[config.mk]
export PLATFORM = sky130hd
export DESIGN_NAME = multu_hilo_flat
export DESIGN_NICKNAME = d
export VERILOG_FILES = /design/src/rtl/multu_hilo_if.sv /design/src/rtl/multu_hilo.sv /design/src/flat_wrapper.sv
export SDC_FILE = /design/constraint.sdc
export NUM_CORES = 1
export LEC_CHECK = 0
export CORE_MARGIN = 5
export CORE_UTILIZATION = 40
export DETAILED_ROUTE_END_ITERATION = 10
export PLACE_DENSITY = 0.65
export SETUP_SLACK_MARGIN = 0.05
export SYNTH_ARGS = -nofsm -noshare
export SYNTH_HDL_FRONTEND = slang
export SYNTH_SLANG_ARGS = --single-unit
export TNS_END_PERCENT = 30
[constraint.sdc]
create_clock -name clk -period 4.3 [get_ports clk]
set_input_delay 0.86 -clock clk [delete_from_list [all_inputs] [get_ports clk]]
set_output_delay 0.86 -clock clk [all_outputs]
set_load 0.05 [all_outputs]
[src/rtl/multu_hilo_if.sv]
// Execute-stage multiply/HI-LO bundle: request, operands and result select in,
// selected result plus busy/done/stall status out.
interface multu_hilo_if #(
   parameter int WIDTH = 32
);
   logic             Multu;
   logic [1:0]       sel;
   logic [WIDTH-1:0] op_a;
   logic [WIDTH-1:0] op_b;
   logic [WIDTH-1:0] alu_result;
   logic [WIDTH-1:0] result;
   logic             busy;
   logic             done;
   logic             stall;

   // Handshake: Multu is a level request sampled on each rising edge while the
   // unit is IDLE or DONE (ignored while BUSY); done is a one-cycle pulse meaning
   // HI/LO now hold the new product; stall asks the pipeline to hold mfhi/mflo.
   modport master (
      output Multu, sel, op_a, op_b, alu_result,
      input  result, busy, done, stall
   );

   modport slave (
      input  Multu, sel, op_a, op_b, alu_result,
      output result, busy, done, stall
   );
endinterface

[src/rtl/multu_hilo.sv]
// Multi-cycle unsigned shift-add multiplier feeding architectural HI/LO, with
// EX-stage result select and stall request for premature mfhi/mflo.
module multu_hilo #(
   parameter int WIDTH = 32,
   parameter int CNT_W = 6
) (
   input  logic         clk,
   input  logic         rst_n,
   multu_hilo_if.slave  bus,
   output logic [1:0]   dbg_state
);

   typedef enum logic [1:0] {
      IDLE = 2'd0,
      BUSY = 2'd1,
      DONE = 2'd2
   } state_t;

   localparam logic [CNT_W-1:0] LAST = CNT_W'(WIDTH - 1);

   state_t               state_q, state_d;
   logic [WIDTH-1:0]     hi_q, lo_q;
   logic [CNT_W-1:0]     cnt_q;
   logic [2*WIDTH-1:0]   mcand_q, acc_q;
   logic [WIDTH-1:0]     mplier_q;
   logic [2*WIDTH-1:0]   acc_sum;
   logic                 start, last;

   // Sum including this step's addend, so the final step commits a complete product.
   assign acc_sum = acc_q + (mplier_q[0] ? mcand_q : '0);

   always_comb begin
      state_d = state_q;
      start   = 1'b0;
      last    = 1'b0;
      case (state_q)
         IDLE: begin
            if (bus.Multu) begin
               start   = 1'b1;
               state_d = BUSY;
            end
         end
         BUSY: begin
            if (cnt_q == LAST) begin
               last    = 1'b1;
               state_d = DONE;
            end
         end
         DONE: begin
            if (bus.Multu) begin
               start   = 1'b1;
               state_d = BUSY;
            end else begin
               state_d = IDLE;
            end
         end
         default: state_d = IDLE;
      endcase
   end

   always_ff @(posedge clk or negedge rst_n) begin
      if (!rst_n) begin
         state_q <= IDLE;
      end else begin
         state_q <= state_d;
      end
   end

   always_ff @(posedge clk or negedge rst_n) begin
      if (!rst_n) begin
         hi_q     <= '0;
         lo_q     <= '0;
         cnt_q    <= '0;
         mcand_q  <= '0;
         mplier_q <= '0;
         acc_q    <= '0;
      end else if (start) begin
         mcand_q  <= {{WIDTH{1'b0}}, bus.op_a};
         mplier_q <= bus.op_b;
         acc_q    <= '0;
         cnt_q    <= '0;
      end else if (state_q == BUSY) begin
         acc_q    <= acc_sum;
         mcand_q  <= mcand_q << 1;
         mplier_q <= mplier_q >> 1;
         cnt_q    <= cnt_q + 1'b1;
         if (last) begin
            hi_q <= acc_sum[2*WIDTH-1:WIDTH];
            lo_q <= acc_sum[WIDTH-1:0];
         end
      end
   end

   always_comb begin
      bus.result = '0;
      case (bus.sel)
         2'b00:   bus.result = bus.alu_result;
         2'b01:   bus.result = hi_q;
         2'b10:   bus.result = lo_q;
         default: bus.result = '0;
      endcase
   end

   assign bus.busy  = (state_q == BUSY);
   assign bus.done  = (state_q == DONE);
   assign bus.stall = bus.busy & ((bus.sel == 2'b01) | (bus.sel == 2'b10));
   assign dbg_state = state_q;

endmodule

[src/flat_wrapper.sv]
// flat-port wrapper written by rule: the top's interface ports become plain ports
module multu_hilo_flat 
#(
   parameter int WIDTH = 32,
   parameter int CNT_W = 6
)
  (clk, rst_n, dbg_state, bus_Multu, bus_sel, bus_op_a, bus_op_b, bus_alu_result, bus_result, bus_busy, bus_done, bus_stall);
  multu_hilo_if #(.WIDTH(WIDTH)) bus_i ();
  input  logic clk;
  input  logic rst_n;
  output logic [1:0] dbg_state;
  input wire logic [$bits(bus_i.Multu)-1:0] bus_Multu;
  input wire logic [$bits(bus_i.sel)-1:0] bus_sel;
  input wire logic [$bits(bus_i.op_a)-1:0] bus_op_a;
  input wire logic [$bits(bus_i.op_b)-1:0] bus_op_b;
  input wire logic [$bits(bus_i.alu_result)-1:0] bus_alu_result;
  output wire logic [$bits(bus_i.result)-1:0] bus_result;
  output wire logic [$bits(bus_i.busy)-1:0] bus_busy;
  output wire logic [$bits(bus_i.done)-1:0] bus_done;
  output wire logic [$bits(bus_i.stall)-1:0] bus_stall;
  assign bus_i.Multu = bus_Multu;
  assign bus_i.sel = bus_sel;
  assign bus_i.op_a = bus_op_a;
  assign bus_i.op_b = bus_op_b;
  assign bus_i.alu_result = bus_alu_result;
  assign bus_result = bus_i.result;
  assign bus_busy = bus_i.busy;
  assign bus_done = bus_i.done;
  assign bus_stall = bus_i.stall;
  multu_hilo #(.WIDTH(WIDTH), .CNT_W(CNT_W)) u_core (.clk(clk), .rst_n(rst_n), .bus(bus_i), .dbg_state(dbg_state));
endmodule
==> results, run 1 <==
- The number of maximum-capacitance violations is 0.
- The fraction of registers with async set/reset is 1.00.
- Counting flops and latches in the post-synthesis netlist gives roughly 230.
- After filler insertion, the fill cell instance count of the layout stands at about 3200.
- The number of placed instances, taps included, is a little under 2000.
- VDD sags by at most ~0.35 mV.
- Wires add up to 39.3 mm.
- The clock reaches the later pin of the worst-skew pair after approximately 540 ps.
- TritonCTS created 26 clock buffers.
- Before antenna repair, the detailed router went through 5 iterations.
- The launch point of the worst path is u_core.mplier_q[0].
- The standard cell with the maximum stage delay on the critical path is sky130_fd_sc_hd__a2111oi_0.
- The worst hold-check path type is primary input to asynchronous set/reset pin.
- Once detail routing completed, the nets flagged for antenna violations numbered 0.
- Along the worst path, the maximum fanout reaches 13.
- The CTS H-tree depth is 1.
- The mean post-synth cell area is around 9.1 µm².
- For this design the top-level I/O count stands at 138.
- The number of endpoints with negative hold slack in the final report is 0.
- For the worst flop-to-flop path, the logic depth is 15.
- The worst setup path is launched from a flip-flop.
- In this run the vertical extent of the chip is between 150 and 200 µm.
- The layout net count is about 1700.
- The flow ran to the end, and the final reports show no timing, DRC or antenna violations.
- Clock tree synthesis found a total of 232 sinks.
- STA puts the critical path data required time at roughly 4700 ps.
- In this run the horizontal extent of the chip is between 150 and 200 µm.
- The cell taking the most area after synthesis is sky130_fd_sc_hd__dfrtp_1.
- Across the routed clock network, the largest skew measured is ~13 ps.
- 0 antenna diodes ended up in the layout.
- The via count of the first global-routing pass is between 10000 and 15000.
- The synthesized netlist contains between 60 and 70 unique library cells.
- The number of port buffers is 137.
- The worst setup path is captured at a flip-flop.
- The placer congestion estimate is between 0.9 and 1.
- The number of buffer and inverter instances along the worst setup path is 2.
- The most common library cell in the layout ignoring fill and taps is sky130_fd_sc_hd__nand2_1.
- The number of pins with negative max-slew slack in the final report is 0.
- The total congestion overflow after global routing is 0.
- The reg2reg setup slack is ~290 ps.
- The final count of negative-setup-slack endpoints is 0.
- TritonCTS built the clock tree.
- The arrival time reported for the critical path endpoint is ~4400 ps.
- Yosys printed 0 warnings.
- Traced cell by cell, the critical path runs through buf_4, and2_1, ha_1, a21o_1, a21o_1, a21oi_1, buf_4, a21o_1, a2111oi_0, o211ai_1, a21oi_1, or2_2, a21oi_1, xnor2_1, mux2_2.
- The gate count after technology mapping is between 1000 and 1500.
- The count of placed standard cells in the final layout, fillers left out is approximately 2000.
- Setup repair after global routing left no endpoint under its margin.
- The count of vias placed by the detailed router is 11400.
- The global-route usage over all layers is 0.210.
- The area of the mapped netlist is around 13000 µm².
- Entering global routing, the biggest net connects between 100 and 150 pins.
- The standard cell area after detailed placement is ~15000 µm².
- The number of gates resized after CTS was 0.
- In this run the standard cell core region covers 33300 µm².
- Dividing the detail-routed via count by the number of cells gives 5.66.
- The total power divided by cell area is ~740 nW/µm².
- Counting buffers and inverters, the worst setup path is 15 cells deep.
- The startpoint of the lowest-slack register-to-register path is u_core.mplier_q[0].
- In this run, post-CTS hold repair placed 0 buffers.
- The portion of the clock cycle consumed by the worst path in the final layout is 0.933.
- The initial cell density of the core is 0.401.
- No sink is reached through more buffers than the 3 on the longest clock path.
- In the final timing run, aggregate negative setup slack is 0 ps.
- The fraction of layout cells with a size suffix above 1 is 0.0808.
- The timing endpoint of the critical path is u_core.hi_q[4].
- The worst setup path is of the flip-flop to flip-flop kind.
- The library cells used most frequently in the layout, excluding fill and tap cells, are sky130_fd_sc_hd__nand2_1, sky130_fd_sc_hd__dfrtp_1, sky130_fd_sc_hd__clkdlybuf4s50_1.
- The buffers inserted during post-CTS setup optimization is 0.
- Compared with the post-synthesis result, the final layout area differs by 22.5%.
- The DRC violation total after the first TritonRoute iteration is about 1000.
- The smallest clock period supported by the final layout is computed as 4010 ps.
- In the routed design, unresolved DRC markers number 0.
- The first-pass GRT wire length is around 63 mm.
- The top flip-flop cell by instance count after synthesis is sky130_fd_sc_hd__dfrtp_1.
- Of the synthesized area, sequential elements account for 0.434.
- In this run the core area contains 67 standard-cell rows.
- The half-perimeter wire length after detailed placement is between 20 and 30 mm.
- On the critical path the largest part of the delay comes from compound AO/OA/AOI/OAI gates.
- The analysis attributes to cell leakage a power of between 0.007 and 0.008 µW.
- The worst relative slew slack is 0.433.
- The highest achievable clock rate is around 250 MHz.
- The capture point of the worst reg-to-reg path is u_core.hi_q[4].
- Counting flops with a built-in enable in the synthesized netlist gives 0.
- The clock-pin transition on the worst setup and hold timing paths is ~60 ps.
- The cell sitting at the root of the clock tree is a sky130_fd_sc_hd__clkbuf_16.
- The synthesized netlist net count is 1636.
- The post-layout instance area is 16400 µm².
- The share of synthesized area in the top cell type comes to 0.434.
- For the pin with the worst max-slew slack, the measured transition is 851 ps.
- Sorting the synthesized cells by area gives the leading types as sky130_fd_sc_hd__dfrtp_1, sky130_fd_sc_hd__nand2_1, sky130_fd_sc_hd__ha_1.
- The number of antenna violations at the first check in global routing is 0.
- The floorplan step defined a die boundary enclosing between 30000 and 40000 µm².
- The largest incremental delay on the critical path is 750 ps.
- The wire length per cell after detailed routing is 19.5 µm.
[synthesized netlist by cell type (26+ instances only)]
library cell,n
sky130_fd_sc_hd__a222oi_1,32
sky130_fd_sc_hd__nor2_1,77
sky130_fd_sc_hd__a21oi_1,79
sky130_fd_sc_hd__and2_1,65
sky130_fd_sc_hd__xnor2_1,34
sky130_fd_sc_hd__xor2_1,28
sky130_fd_sc_hd__a22oi_1,49
sky130_fd_sc_hd__clkbuf_1,88
sky130_fd_sc_hd__o21ai_0,40
sky130_fd_sc_hd__a21o_1,48
sky130_fd_sc_hd__dfrtp_1,232
sky130_fd_sc_hd__a31oi_1,26
sky130_fd_sc_hd__ha_1,68
sky130_fd_sc_hd__a22o_1,94
sky130_fd_sc_hd__nand2_1,327
[logic make-up after synthesis]
| group | count (synthesis) | synth area share |
|---|---|---|
| simple gates | 546 | 0.179 |
| mux | 15 | 0.0128 |
| flops | 232 | 0.434 |
| buf+inv | 116 | 0.0335 |
| xor+xnor | 63 | 0.0424 |
| fa+ha+maj | 69 | 0.0652 |
| compound gates | 425 | 0.233 |
[layer usage]
| metal | global-route usage | share of wire |
|---|---|---|
| met5 | 0 | 0 |
| met4 | 0.0466 | 0.022 |
| met3 | 0.0313 | 0.065 |
| met2 | 0.318 | 0.44 |
| met1 | 0.318 | 0.48 |
[registers in the layout, summed over array words and instances (netlist names)]
signal / count
u_core.acc_q: 64
u_core.cnt_q: 6
u_core.dbg_state: 2
u_core.hi_q: 32
u_core.lo_q: 32
u_core.mcand_q: 64
u_core.mplier_q: 32
[power by group]
part           internal [µW]  switching, µW
sequential              3090            662
combinational           2480           3490
clock                   1410            915
total                   6980           5070
[layout make-up]
class                           count  area (µm²)  area share
Clock inverter                     10         135     0.00825
Clock buffer                       36         759      0.0464
Inverter                           15        58.8     0.00359
Sequential cell                   232        5810       0.355
Tap cell                          448         561      0.0342
Timing Repair Buffer              160        1930       0.118
Multi-Input combinational cell   1118        7130       0.435
[through the flow]
stage	setup slack [ps]	hold WS (ps)	power (µW)	util
3_5_place_dp	391	463	9680	0.465
6_report	288	355	12000	0.492
3_3_place_gp	442	458	9640	0.465
2_1_floorplan	795	438	7820	-
5_1_grt	54.7	436	12900	0.492
4_1_cts	342	410	12100	0.492
[worst min-delay path by stage]
stage / start / end / slack, ps
6_report: rst_n / u_core.lo_q[17] / 350
3_5_place_dp: u_core.mplier_q[4] / u_core.mplier_q[4] / 460
5_1_grt: rst_n / u_core.lo_q[14] / 440
3_3_place_gp: u_core.mplier_q[4] / u_core.mplier_q[4] / 460
4_1_cts: rst_n / u_core.lo_q[17] / 410
2_1_floorplan: u_core.hi_q[26] / u_core.hi_q[26] / 440
Power figures use the tool's default switching activity.
==> run 2, diff against run 1 <==
CORE_ASPECT_RATIO = 1.5   (was not set)
REMOVE_ABC_BUFFERS = 1   (was not set)
==> run 2 against run 1 <==
  * Die area grew 0.20%
  * Clock skew grew 15 ps
  * Count of clock-buffer cells in the layout shrank 4
  * Sequential power is essentially flat
  * Largest cell class unchanged
  * Highest routed layer unchanged
==> results, run 2 (same netlist as run 1, synthesis figures left out) <==
- The path class of the tightest hold or removal check is primary input to asynchronous set/reset pin.
- The tool flagged a number of max-cap violations equal to 0.
- The number of pins with negative max-slew slack in the final report is 0.
- The final count of negative-setup-slack endpoints is 0.
- In this run the power density over the cells is 721 nW/µm².
- The root buffer cell is sky130_fd_sc_hd__clkbuf_16.
- STA classifies the critical path startpoint as a flip-flop.
- After routing the design area is approximately 16000 µm².
- For the worst setup path, the data required time is between 4000 and 5000 ps.
- Data arrives at the worst endpoint at approximately 4500 ps.
- The number of endpoints with negative hold slack in the final report is 0.
- Input and output buffers added on the ports amount to roughly 140.
- The count of placed standard cells in the final layout, fillers left out is around 2000.
- Across all hold checks on the routed design, the worst slack comes to approximately 380 ps.
- In the layout the commonest cells are sky130_fd_sc_hd__nand2_1, sky130_fd_sc_hd__dfrtp_1, sky130_fd_sc_hd__clkdlybuf4s50_1.
- The worst register-to-register path ends at u_core.hi_q[16].
- The switching share of total power is 0.421.
- The initial utilization of the core area, before any placement, comes to 0.402.
- After clock tree synthesis, the flow added hold-fix buffers numbering 0.
- The maximum buffer depth of the clock tree is 3.
- For this run, design rule violations remaining after detail routing come to 0.
- The count of antenna-violating nets left after detailed routing is 0.
- The first-pass GRT wire length is about 61 mm.
- For the worst-skew pair, the clock arrives at the later sink with an insertion delay of 540 ps.
- TritonCTS built the clock tree.
- The critical path is of the flip-flop to flip-flop type.
- The critical path goes through and2_1, ha_1, fa_1, a21o_1, a21o_1, a21oi_1, buf_4, a21oi_1, o211ai_1, nand3_1, a21oi_1, o21ai_0, a21oi_1, xnor2_1, mux2_2.
- Counting I/O delays and the setup requirement, the final critical path takes between 4000 and 5000 ps.
- Clock tree synthesis inserted a total of 24 buffers.
- The final layout contains routed wiring with a total length of between 30 and 40 mm.
- The library cell used most frequently in the layout, excluding fill and tap cells, is sky130_fd_sc_hd__nand2_1.
- The core region is 33200 µm².
- Setup repair after global routing left no endpoint under its margin.
- The CTS H-tree depth is 1.
- The worst reg-to-reg path cell count is 15.
- The clock-pin transition on the worst setup and hold timing paths is approximately 70 ps.
- The worst-case IR drop observed on VDD is 0.342 mV.
- The detailed router finished its first iteration with 845 violations.
- The switching component of the power is between 4000 and 5000 µW.
- The cell-internal power is ~6800 µW.
- 138 I/O pins were placed.
- The floorplan step defined a die boundary enclosing roughly 37000 µm².
- Summing all flip-flop and latch instances after layout gives around 5800 µm².
- The total congestion overflow after global routing is 0.
- For this run, the detailed router's first-pass iteration total came to 7.
- At the end of the flow the core is filled with cells to 0.489.
- The reg2reg setup slack is 240 ps.
- The sink count of the clock tree is between 200 and 250.
- For this run, the slowest stage of the critical path takes 510 ps.
- The placed instances occupy a cell area of between 15000 and 20000 µm².
- The via count of the first global-routing pass is about 12000.
- The cell occurring most often along the worst timing path is sky130_fd_sc_hd__a21oi_1.
- The number of antenna violations at the first check in global routing is 0.
- The flow ran to the end, and the final reports show no timing, DRC or antenna violations.
- The average vias per placed instance is approximately 5.7.
- The number of antenna repair diodes is 0.
- The leakage power of the design is slightly below 0.008 µW.
- The startpoint identified for the worst register-to-register timing path is u_core.mplier_q[0].
- The worst pin sits at a relative slew slack of 0.357.
- The layout net count is between 1500 and 2000.
- The post-route clock skew is between 20 and 30 ps.
- For the pin with the worst max-slew slack, the measured transition is 965 ps.
- Of the total power, registers draw 0.318.
- The layout has approximately 3200 filler cells.
- The highest achievable clock rate is ~250 MHz.
- The site row count is a little over 80.
- The part of the power in the clock network is 0.175.
- The pin count of the biggest net entering global routing is around 110.
- The final setup TNS is 0 ps.
- The largest fanout on the critical path is 18.
- The wire length per cell after detailed routing is ~19 µm.
- The half-perimeter wire length after detailed placement is approximately 28 mm.
- The die is around 230 µm tall.
- The worst setup path is captured at a flip-flop.
- The congestion estimate from routability-driven global placement came to around 0.9.
- Dividing the final minimum period by the clock period gives 0.945.
- The share of total power dissipated in combinational logic is 0.507.
- The global-route usage over all layers is 0.199.
- On the critical path, the stage with the largest delay is an instance of sky130_fd_sc_hd__dfrtp_2.
- The cell count after placement is approximately 2000.
- The routed layout has between 10000 and 15000 vias.
- The area growth from synthesis to layout is 21.7%.
- The largest registers in the layout are u_core.acc_q x64, u_core.mcand_q x64.
- The multi-input combinational cells in the finished layout cover a total of 7150 µm².
- Of the cells placed in the final design, the portion with a size suffix greater than 1 is 0.0826.
- The width of the die is between 150 and 200 µm.
==> run 2: cell types whose count changed in the layout (fill, tap and decap cells not counted), moves of 2 or more <==
cell	change
sky130_fd_sc_hd__buf_12	-2
sky130_fd_sc_hd__buf_4	+9
sky130_fd_sc_hd__clkbuf_1	+2
sky130_fd_sc_hd__clkbuf_16	-3
sky130_fd_sc_hd__clkbuf_8	-3
==> run 2: what timing repair did <==
action / in CTS / in global routing
setup buffers: 0 / 0
pin swaps: 0 / 0
cloned: 0 / 0
endpoints found under the setup margin: 6 / 14
gates resized for setup: 2 / 3
==> run 2: layout make-up <==
type	instances	area share
well taps	420	0.0323
inverters	15	0.00362
multi-input cells	1118	0.439
flip-flops and latches	232	0.357
clock buffers	32	0.0400
clock inverters	8	0.00662
repair buffers	168	0.121
==> run 2: how the worst max path moves through the flow <==
stage                 endpoint                start  slack, ps  cells after the start
3_3_place_gp    u_core.hi_q[4]   u_core.mplier_q[0]       -220                     15
6_report       u_core.hi_q[16]   u_core.mplier_q[0]        240                     15
2_1_floorplan  u_core.cnt_q[2]  u_core.dbg_state[1]      -3380                      5
5_1_grt        u_core.hi_q[16]   u_core.mplier_q[0]         50                     15
4_1_cts         u_core.hi_q[2]   u_core.mplier_q[0]        140                     15
3_5_place_dp    u_core.hi_q[4]   u_core.mplier_q[0]       -210                     15
==> run 2: worst max-delay path, delay by kind of cell, from the launching register on <==
family | cells | cell delay (ps)
mux | 1 | 270
flops | 1 | 510
xor+xnor | 1 | 110
simple gates | 2 | 440
compound gates | 8 | 1860
buf+inv | 1 | 150
fa+ha+maj | 2 | 610
==> run 2: stage by stage <==
step	total power (µW)	setup WS, ps
final	11700	238
after global routing	12600	51.0
after CTS	11800	143
after detailed placement	9670	-207
after global placement	9560	-217
after floorplan	7750	-3380
==> run 2: power groups by stage <==
stage / clock network (µW) / logic, µW / registers, µW
detailed placement: 0 / 5930 / 3740
floorplan: 0 / 4210 / 3540
global route: 2200 / 6560 / 3830
global placement: 0 / 5820 / 3730
finish: 2060 / 5940 / 3730
CTS: 2110 / 5950 / 3720
==> run 2: layer usage <==
layer  vias up  global-route usage  share of wire
met4         0              0.0640          0.026
met2       252               0.370           0.53
met1      5633               0.241           0.41
li1       5436                   -              -
met5         -                   0              0
met3        58              0.0200          0.037
